[config.mk]
export PLATFORM = sky130hd
export DESIGN_NAME = stream_rr_share
export DESIGN_NICKNAME = d
export VERILOG_FILES = /design/src/rtl/stream_rr_share.sv
export SDC_FILE = /design/constraint.sdc
export NUM_CORES = 1
export LEC_CHECK = 0
export CORE_ASPECT_RATIO = 0.8
export CORE_MARGIN = 3
export CORE_UTILIZATION = 39
export CTS_BUF_LIST = sky130_fd_sc_hd__clkbuf_2
export CTS_CLUSTER_SIZE = 12
export DETAILED_ROUTE_END_ITERATION = 6
export PLACE_DENSITY = 0.9
export SYNTH_ARGS = -nofsm -noshare
export SYNTH_HDL_FRONTEND = slang
export SYNTH_SLANG_ARGS = --single-unit
[constraint.sdc]
create_clock -name clk -period 5.5 [get_ports clk]
set_input_delay 1.1 -clock clk [delete_from_list [all_inputs] [get_ports clk]]
set_output_delay 1.1 -clock clk [all_outputs]
set_load 0.005 [all_outputs]
[src/rtl/stream_rr_share.sv]
// Round-robin sharing of one in-order stream datapath between N requesters.
// A tag FIFO records the owner of each issued token so results route back to it.
module stream_rr_share #(
    parameter int N     = 2,
    parameter int W     = 8,
    parameter int DEPTH = 4
) (
    input  logic                         clk,
    input  logic                         rst,
    input  logic [N*W-1:0]               req_data,
    input  logic [N-1:0]                 req_valid,
    output logic [N-1:0]                 req_ready,
    output logic [W-1:0]                 dp_in_data,
    output logic                         dp_in_valid,
    input  logic                         dp_in_ready,
    input  logic [W-1:0]                 dp_out_data,
    input  logic                         dp_out_valid,
    output logic                         dp_out_ready,
    output logic [W-1:0]                 rsp_data,
    output logic [N-1:0]                 rsp_valid,
    input  logic [N-1:0]                 rsp_ready,
    output logic [$clog2(DEPTH+1)-1:0]   outstanding,
    output logic                         err
);
    localparam int PW = (N > 1) ? $clog2(N) : 1;
    localparam int AW = (DEPTH > 1) ? $clog2(DEPTH) : 1;
    localparam int CW = $clog2(DEPTH+1);

    logic [PW-1:0] ptr, g, h;
    logic [PW-1:0] tags [DEPTH];
    logic [AW-1:0] wr_ptr, rd_ptr;
    logic          any_req, full, empty, issue, ret;

    // Scan from the highest offset down so the lowest offset from ptr wins.
    always_comb begin : grant
        int j;
        g       = '0;
        any_req = 1'b0;
        j       = 0;
        for (int k = N-1; k >= 0; k--) begin
            j = int'(ptr) + k;
            if (j >= N) j = j - N;
            if (req_valid[j]) begin
                g       = PW'(j);
                any_req = 1'b1;
            end
        end
    end

    assign full  = (outstanding == CW'(DEPTH));
    assign empty = (outstanding == '0);
    assign h     = tags[rd_ptr];

    assign dp_in_valid  = !rst && any_req && !full;
    assign dp_in_data   = req_data[int'(g)*W +: W];
    assign req_ready    = (!rst && any_req && dp_in_ready && !full) ? (N'(1) << g) : '0;
    assign issue        = dp_in_valid && dp_in_ready;

    assign dp_out_ready = !rst && !empty && rsp_ready[h];
    assign rsp_valid    = (!rst && dp_out_valid && !empty) ? (N'(1) << h) : '0;
    assign rsp_data     = dp_out_data;
    assign ret          = dp_out_valid && dp_out_ready;

    always_ff @(posedge clk or posedge rst) begin
        if (rst) begin
            ptr         <= '0;
            wr_ptr      <= '0;
            rd_ptr      <= '0;
            outstanding <= '0;
            err         <= 1'b0;
        end else begin
            if (issue) begin
                wr_ptr <= (wr_ptr == AW'(DEPTH-1)) ? '0 : wr_ptr + AW'(1);
                ptr    <= (g == PW'(N-1)) ? '0 : g + PW'(1);
            end
            if (ret)
                rd_ptr <= (rd_ptr == AW'(DEPTH-1)) ? '0 : rd_ptr + AW'(1);
            case ({issue, ret})
                2'b10:   outstanding <= outstanding + CW'(1);
                2'b01:   outstanding <= outstanding - CW'(1);
                default: outstanding <= outstanding;
            endcase
            // A result with nothing in flight has no owner; flag it and leave it unacknowledged.
            if (dp_out_valid && empty)
                err <= 1'b1;
        end
    end

    // Tag storage needs no reset: entries are only read behind the write pointer.
    always_ff @(posedge clk) begin
        if (issue)
            tags[wr_ptr] <= g;
    end
endmodule

After elaboration in Yosys (flattened, before gate mapping)

Memory sizes are Yosys's and may differ from the RTL's.
Index checks and enable logic that the tools add are counted.

Bits of input ports: 32
Memories: 1
Word-level logic and storage cells: 65
Register bits after elaboration: 9
RAM bits: 4

Memory list:

| name | words | bits a word | rd ports | clocked after Yosys merged registers in | wr ports | RTL line | text |
|---|---|---|---|---|---|---|---|
| tags | 4     | 1           | 1        | 0                                       | 1        | 30       | `logic [PW-1:0] tags [DEPTH];` |

Multiplexer cells: 22
Magnitude comparators: 5
Add/subtract/negate cells: 8
Shift-type cells: 3
Reductions and logical operators: 16
Equality and inequality tests: 5

Operators by type and width:

| cell                                                                   | count |
|---|---|
| 32-bit by 3-bit < comparator with 1-bit output (second input constant) | 2 |
| 32-bit 2-to-1 mux                                                      | 2 |
| 16-bit by 5-bit variable part select with 8-bit output                 | 1 |
| 1-bit 2-to-1 mux                                                       | 15 |
| 1-bit logical AND                                                      | 11 |
| 2-bit 2-to-1 mux                                                       | 4 |
| 2-bit == test (second input constant)                                  | 3 |
| 3-bit case mux with 2 select lines                                     | 1 |
| 2-bit by 1-bit adder with 2-bit output (second input constant)         | 2 |
| 1-bit by 1-bit left shift with 2-bit output (first input constant)     | 2 |
| 3-bit by 1-bit adder with 3-bit output (second input constant)         | 1 |
| 3-bit == test (second input constant)                                  | 1 |
| 1-bit logical NOT                                                      | 3 |
| 3-bit logical NOT                                                      | 1 |
| 1-bit by 2-bit subtractor with 3-bit output (second input constant)    | 1 |
| 2-bit by 2-bit subtractor with 3-bit output (second input constant)    | 1 |
| 3-bit by 1-bit subtractor with 3-bit output (second input constant)    | 1 |
| 1-bit by 1-bit adder with 2-bit output (second input constant)         | 1 |
| 2-bit by 1-bit == test with 1-bit output (second input constant)       | 1 |
| 1-bit by 2-bit >= comparator with 1-bit output (second input constant) | 1 |
| 2-bit >= comparator (second input constant)                            | 1 |
| 1-bit by 2-bit < comparator with 1-bit output (second input constant)  | 1 |
| 2-bit nonzero test                                                     | 1 |
| 1-bit adder (second input constant)                                    | 1 |

Depth between registers and ports, before layout

Gate-level depths: netlist of run 1.

Depth after elaboration: 13
Depth in mapped cells: 9
Mapped depth without buffers: 9

Worst setup path before layout of run 1

Ideal clock, no wire load.

Kind: input-to-output
Start: in req_valid[0]
End: out dp_in_data[0]
Setup slack: 2.381 ns
Stages on the path: 4
Buffers on the path: 1
Data required time: 4.400 ns
Arrival time: 2.019 ns
Cell sequence: inv_1 -> o21ai_0 -> clkbuf_1 -> mux2_2

Word-level cells in the longest chain between the ends: 6
Elaborated cells on any way between the ends: 9
Classes of those cells: shift: 1; mux: 8

Ends and longest elaborated chain:

| item                                                     | RTL line | text |
|---|---|---|
| from (decl)                                              | 11       | `input logic [N-1:0] req_valid,` |
| 1-bit 2-to-1 mux (not written as such) (3 in a row)      | 43       | `if (req_valid[j]) begin` |
| 1-bit 2-to-1 mux                                         | 43       |  |
| 1-bit 2-to-1 mux *                                       | 43       |  |
| 16-bit by 5-bit variable part select with 8-bit output * | 55       | `assign dp_in_data = req_data[int'(g)*W +: W];` |
| to (decl)                                                | 13       | `output logic [W-1:0] dp_in_data,` |

Mark *: on every way between the ends. The rest lies on a longest branch, timed or not. The select of a mux whose other input is x is not followed.

Final worst setup path of run 1

Start: in rst
End: out req_ready[1]

Word-level cells in the longest chain between the ends: 5

Ends and longest elaborated chain:

| item                           | RTL line | text |
|---|---|---|
| from (decl)                    | 9        | `input logic rst,` |
| 1-bit logical NOT (no line)    | -        |  |
| 1-bit logical AND (3 in a row) | 56       | `assign req_ready = (!rst && any_req && dp_in_ready && !full) ? (N'(1) << g) : '0;` |
| 2-bit 2-to-1 mux               | 56       |  |
| to (decl)                      | 12       | `output logic [N-1:0] req_ready,` |

Every way passes these cells.

==> results of run 1 <==
## layout make-up
cell class                      instances  area share, %
Inverter                                8           2.36
Tap cell                               24           2.36
Sequential cell                        13           27.2
Clock buffer                            4           1.57
Multi-Input combinational cell         46           33.7
Timing Repair Buffer                   42           32.9
## metal layers
| metal | vias to the layer above | routed length [microns] | GRT usage (%) | share of wire (%) |
|---|---|---|---|---|
| met2 | 20 | 995 | 27.4 | 49 |
| li1 | 323 | - | - | - |
| met5 | - | 0 | 0 | 0 |
| met3 | 4 | 105 | 5.29 | 5.2 |
| met1 | 325 | 907 | 19.6 | 45 |
| met4 | 0 | 14 | 3.17 | 0.69 |
## stage by stage
| step | total power, mW | instances | setup slack, ps | util (%) |
|---|---|---|---|---|
| 3_3_place_gp | 0.389 | 133 | 1560 | 62.7 |
| 4_1_cts | 0.449 | 137 | 1520 | 63.7 |
| 2_1_floorplan | 0.294 | 76 | 2380 | - |
| 3_5_place_dp | 0.400 | 133 | 1510 | 62.7 |
| 5_1_grt | 0.481 | 137 | 1340 | 63.7 |
| 6_report | 0.444 | 137 | 1490 | 63.7 |
## sequential cells by signal, summed over array words and instances (netlist names)
name,count
err,1
tags,4
rd_ptr,2
wr_ptr,2
ptr,1
outstanding,3
## power breakdown
group	switching, mW	internal [mW]	leakage, nW	total [mW]
clock	0.0281	0.0193	0.0166	0.0474
combinational	0.0891	0.135	0.392	0.224
sequential	0.0347	0.137	0.140	0.172
## kinds of logic (layout without fill, tap and decap cells)
family / count (synthesis) / count (layout) / share of synthesized area (%)
DFF: 13 / 13 / 39.8
muxes: 16 / 16 / 22.2
AOI/OAI and AO/OA: 3 / 3 / 3.17
adders and majority gates: 7 / 7 / 11.0
buffers and inverters: 17 / 54 / 10.8
and+or+nand+nor: 17 / 17 / 9.96
xor gates and xnor gates: 3 / 3 / 3.03
## critical path: cells and delay by family
kind            cells  cell delay [ps]
compound gates      1              400
buf+inv             2              980
simple gates        2              430
## synth_stat cells, types with 2 or more instances
cell type	count	area [sq um]
dfrtp_1	9	225
nor3_1	2	10.0
nor2_1	7	26.3
mux2_1	5	56.3
edfxtp_1	4	120
and3_1	4	25.0
mux2_2	8	90.1
ha_1	6	75.1
buf_4	8	60.1
xor2_1	2	17.5
inv_1	8	30.0
## final timing paths
| check | start | end | slack (ps) | depth (start not counted) |
|---|---|---|---|---|
| setup / recovery | rst | req_ready[1] | 1490 | 5 |
| hold / removal | err$_DFFE_PP0P_ | err$_DFFE_PP0P_ | 470 | 1 |
| setup reg to reg | rd_ptr[0]$_DFFE_PP0P_ | outstanding[2]$_DFFE_PP0P_ | 2980 | 9 |
| hold reg to reg | err$_DFFE_PP0P_ | err$_DFFE_PP0P_ | 470 | 1 |
| max in group asynchronous | rst | ptr$_DFFE_PP0P_ | 4080 | 2 |
| min in group asynchronous | rst | rd_ptr[1]$_DFFE_PP0P_ | 1180 | 2 |
==> reports/qor.yml, run 1 <==
sta:
  rsz0062_at_grt: "no"
  hold_viol_final: 0
  drv_slew: 0
  finalClockSkew_ps: 1.15
  period_needed_ps: 4010
  setup_tns_ps: 0
  tightestPinTransition_ps: 364
  fin_hold_ws_ps: 466
  fmax_mhz: 249
  period_share_pct: 72.9
  slew_headroom_pct: 75.8
  setup_viol: 0
final_layout:
  fillers: 171
  n_antenna_cell: 0
  drive_above_1_share_pct: 15.0
  multi_input_area_sq_um: 428
  mostFrequentLayoutCell: "clkdlybuf4s50_1"
  final_area_sq_um: 1270
  most-common-layout-cells: "41 x clkdlybuf4s50_1, 9 x dfrtp_1, 8 x inv_1, 8 x mux2_2, 7 x nor2_1"
  ff_latch_area_sq_um: 345
  finalNetCount: 153
  syn2layout_area_growth_pct: 46.6
run_status:
  status: "completed"
hold_path:
  hold_path.class: "register to register"
pwr:
  p_leak_nw: 0.549
  power_density_nw_per_um2: 349
  peakVddDrop_uv: 288
critical_path:
  crit_top_cell: "clkdlybuf4s50_1"
  cp_cell_sequence: "clkdlybuf4s50_1, a311oi_2, nand2_1, nor2_1, clkdlybuf4s50_1"
  slowest_stage: "clkdlybuf4s50_1"
  cp.arrival_ps: 2910
  cp-end-kind: "primary output"
  critPathRequiredTime_ps: 4400
  cpPeakStageDelay_ps: 510
  worst_setup_path_start_kind: "input pin"
  critical_path_peak_fanout: 6
  path_class: "input pin to primary output"
die:
  die_h_microns: 48.2
  dieArea_sq_um: 2830
  rows: 14
  io_pins: 58
  die_w_microns: 58.7
  core-area_sq_um: 2000
  initial_core_util_pct: 43.4
clocking:
  insertion_delay_ps: 270
  post_cts_buffers: 0
  tritoncts: "built"
  htreeDepth: 1
  clock-root-buffer: "clkbuf_2"
  cts.sinks: 13
  numCtsBuffers: 3
  ctsHoldBuffers: 0
  clk_path_buf_depth: 2
  clk_pin_slew_ps: 110
  ctsResizeCount: 0
synthesis:
  async_flop_share_pct: 69.2
  ys_ff_latch: 13
  synth_cell_type_count: 24
  synth_ff_type: "dfrtp_1"
  synth_fp_nets: 115
  avgSynthCellArea_sq_um: 11.4
  synth_area_sq_um: 867
  synth_edf_count: 4
  synth_cells: 76
  yosys_warnings: 0
  ys_seq_area_share_pct: 39.8
detailed_routing:
  drcViolationCount: 0
  routed_wl_microns: 2020
  detail_route.wl_per_cell_microns: 14.8
  via_per_inst: 4.91
  ant_nets: 0
  firstDrtPassIters: 2
  drt_iter0_drc: 2
  num_vias: 672
placement:
  post-dp-hpwl_microns: 1760
  dpl_cell_area_sq_um: 1250
  gp_congestion: 0.767
  portBuffers: 41
global_route:
  grt_overflow: 0
  grt_pass1_vias: 701
  grt_max_degree: 12
  grt_first_pass_wirelength_microns: 3160
  antenna_found_initial: 0
  track_usage_pct: 15.7
run:
  maxCapViolations: 0
(Power assumes the default switching activity.)
==> run 2, diff against run 1 <==
--- a/config.mk
+++ b/config.mk
@@ -7,11 +7,11 @@
 export LEC_CHECK = 0
 export CORE_ASPECT_RATIO = 0.8
 export CORE_MARGIN = 3
-export CORE_UTILIZATION = 39
+export CORE_UTILIZATION = 36
 export CTS_BUF_LIST = sky130_fd_sc_hd__clkbuf_2
 export CTS_CLUSTER_SIZE = 12
 export DETAILED_ROUTE_END_ITERATION = 6
-export PLACE_DENSITY = 0.9
+export PLACE_DENSITY = 0.84
 export SYNTH_ARGS = -nofsm -noshare
 export SYNTH_HDL_FRONTEND = slang
 export SYNTH_SLANG_ARGS = --single-unit
==> constraint.sdc (replaced) <==
create_clock -name clk -period 4.1 [get_ports clk]
set_input_delay 0.82 -clock clk [delete_from_list [all_inputs] [get_ports clk]]
set_output_delay 0.82 -clock clk [all_outputs]
set_load 0.005 [all_outputs]
==> run 2 against run 1 <==
Effect of this change: worst setup slack worse by 870 ps; critical path depth is the same; cell area rose by 0.69%; first-iteration DRC count grew to 5.5 times the previous value; register-to-register slack worse by 1400 ps; count of clock-buffer cells in the layout stayed put; sequential cell count did not move.
==> reports/qor.yml, run 2 (same netlist as run 1, synthesis figures left out) <==
final_layout:
  ff_latch_area_sq_um: 345  # unchanged
  fillers: 191  # was 171
  finalNetCount: 154  # was 153
  top_regs: "tags x4, outstanding x3"  # unchanged
  mostFrequentLayoutCell: "clkdlybuf4s50_1"  # unchanged
  final_cells: 139  # was 137
  multi_input_area_sq_um: 428  # unchanged
  n_antenna_cell: 0  # unchanged
  drive_above_1_share_pct: 15.8  # was 15.0%
  top_register: "tags"  # unchanged
  syn2layout_area_growth_pct: 47.6  # was 46.6%
  largest_register_ffs: 4  # unchanged
  most-common-layout-cells: "41 x clkdlybuf4s50_1, 9 x dfrtp_1, 8 x inv_1, 8 x mux2_2, 7 x nor2_1"  # unchanged
critical_path:
  worst_setup_path_start_kind: "input pin"  # unchanged
  path_class: "input pin to primary output"  # unchanged
  r2r_slack_ps: 1610  # was 2980 ps
  slowest_stage: "clkdlybuf4s50_1"  # unchanged
  cp-end-kind: "primary output"  # unchanged
  reg2reg_from: "rd_ptr[0]$_DFFE_PP0P_"  # unchanged
  cpPeakStageDelay_ps: 520  # was 510 ps
  cp-startpoint: "rst"  # unchanged
  cp.arrival_ps: 2660  # was 2910 ps
  crit_top_cell: "clkdlybuf4s50_1"  # unchanged
  r2r_cells: 9  # unchanged
  cp_cell_sequence: "clkdlybuf4s50_1, a311oi_2, nand2_1, nor2_1, clkdlybuf4s50_1"  # unchanged
  critical_path_peak_fanout: 6  # unchanged
  critPathRequiredTime_ps: 3280  # was 4400 ps
sta:
  setup_viol: 0  # unchanged
  setup_tns_ps: 0  # unchanged
  hold_viol_final: 0  # unchanged
  rsz0062_at_grt: "no"  # unchanged
  fmax_mhz: 288
  slew_headroom_pct: 73.0  # was 75.8%
  drv_slew: 0  # unchanged
  finalClockSkew_ps: 11.5  # was 1.15 ps
  period_needed_ps: 3480
  period_share_pct: 84.8
  tightestPinTransition_ps: 404  # was 364 ps
pwr:
  clockPowerShare_pct: 11.2  # was 10.7%
  power_density_nw_per_um2: 459  # was 349 nW/um^2
  p_seq_share_pct: 39.2  # was 38.8%
  p_leak_nw: 0.553  # was 0.549 nW
  comb_power_share_pct: 49.7  # was 50.6%
  peakVddDrop_uv: 183  # was 288 uV
  power.net_switching_uw: 197  # was 152 uW
  switching_share_pct: 33.5  # was 34.2%
  intPower_uw: 390  # was 292 uW
detailed_routing:
  firstDrtPassIters: 4  # was 2
  num_vias: 681  # was 672
  routed_wl_microns: 1800  # was 2020 microns
  via_per_inst: 4.90  # was 4.91
  drcViolationCount: 0  # unchanged
  drt_iter0_drc: 11  # was 2
  ant_nets: 0  # unchanged
  detail_route.wl_per_cell_microns: 12.9  # was 14.8 microns
clocking:
  cts.sinks: 13  # unchanged
  tritoncts: "built"  # unchanged
  post_cts_buffers: 0  # unchanged
  clk_path_buf_depth: 2  # unchanged
  ctsResizeCount: 0  # unchanged
  clock-root-buffer: "clkbuf_2"  # unchanged
  clk_pin_slew_ps: 130  # was 110 ps
  insertion_delay_ps: 260  # was 270 ps
  numCtsBuffers: 3  # unchanged
  htreeDepth: 1  # unchanged
  ctsHoldBuffers: 0  # unchanged
hold_path:
  hold_path.class: "register to register"  # unchanged
  hp-start: "err$_DFFE_PP0P_"  # unchanged
  hold_depth: 1  # unchanged
placement:
  post-dp-hpwl_microns: 1570  # was 1760 microns
  gp_congestion: 0.718  # was 0.767
  portBuffers: 41  # unchanged
  dp.cells: 135  # was 133
die:
  dieArea_sq_um: 3040  # was 2830 sq um
  die_h_microns: 49.9  # was 48.2 microns
  initial_core_util_pct: 39.2  # was 43.4%
  rows: 15  # was 14
  io_pins: 58  # unchanged
  die_w_microns: 60.9  # was 58.7 microns
  core-area_sq_um: 2210  # was 2000 sq um
global_route:
  antenna_found_initial: 0  # unchanged
  grt_max_degree: 10  # was 12
  grt_first_pass_wirelength_microns: 3040  # was 3160 microns
  grt_overflow: 0  # unchanged
  grt_pass1_vias: 745  # was 701
  track_usage_pct: 13.8  # was 15.7%
run:
  maxCapViolations: 0  # unchanged
run_status:
  status: "completed"  # unchanged
## run 2: final cells by class
cell class	count	share of cell area, %
multi-input combinational	46	33.4
timing repair buffer	43	33.2
sequential	13	27.0
tap	25	2.44
inverter	8	2.35
clock buffer	4	1.56
## run 2: path summary, 6_finish.rpt
kind	end
max in group asynchronous	wr_ptr[0]$_DFFE_PP0P_
min in group asynchronous	rd_ptr[0]$_DFFE_PP0P_
worst min-delay path	err$_DFFE_PP0P_
worst max register to register	outstanding[2]$_DFFE_PP0P_
worst max-delay path	req_ready[0]
worst min register to register	err$_DFFE_PP0P_
## run 2: metrics by stage
step / utilization (%) / setup slack [ps] / power (mW) / cell area, sq um / hold WS [ps]
final: 57.8 / 624 / 0.587 / 1280 / 481
after global routing: 57.8 / 491 / 0.643 / 1280 / 507
after CTS: 57.8 / 610 / 0.597 / 1280 / 483
after floorplan: - / 1540 / 0.395 / 867 / 451
after detailed placement: 56.9 / 622 / 0.530 / 1260 / 453
after global placement: 56.9 / 683 / 0.517 / 1260 / 441
## run 2: critical path: cells and delay by family
family | cells | cell delay (ps)
and+or+nand+nor | 2 | 410
AOI/OAI and AO/OA | 1 | 430
buffers and inverters | 2 | 1000
## run 2: power by group through the flow
stage | logic (mW) | registers, mW | clock network (mW)
final | 0.292 | 0.230 | 0.0655
after global routing | 0.332 | 0.239 | 0.0722
after CTS | 0.298 | 0.231 | 0.0679
after detailed placement | 0.296 | 0.234 | 0
after global placement | 0.287 | 0.230 | 0
after floorplan | 0.170 | 0.225 | 0
## run 2: routing by layer
metal	part of all wire (%)	up-vias	track usage [%]
li1	-	327	-
met1	40	310	15.0
met2	47	42	22.6
met3	12	2	5.50
met4	1.1	0	6.86
met5	0	-	0
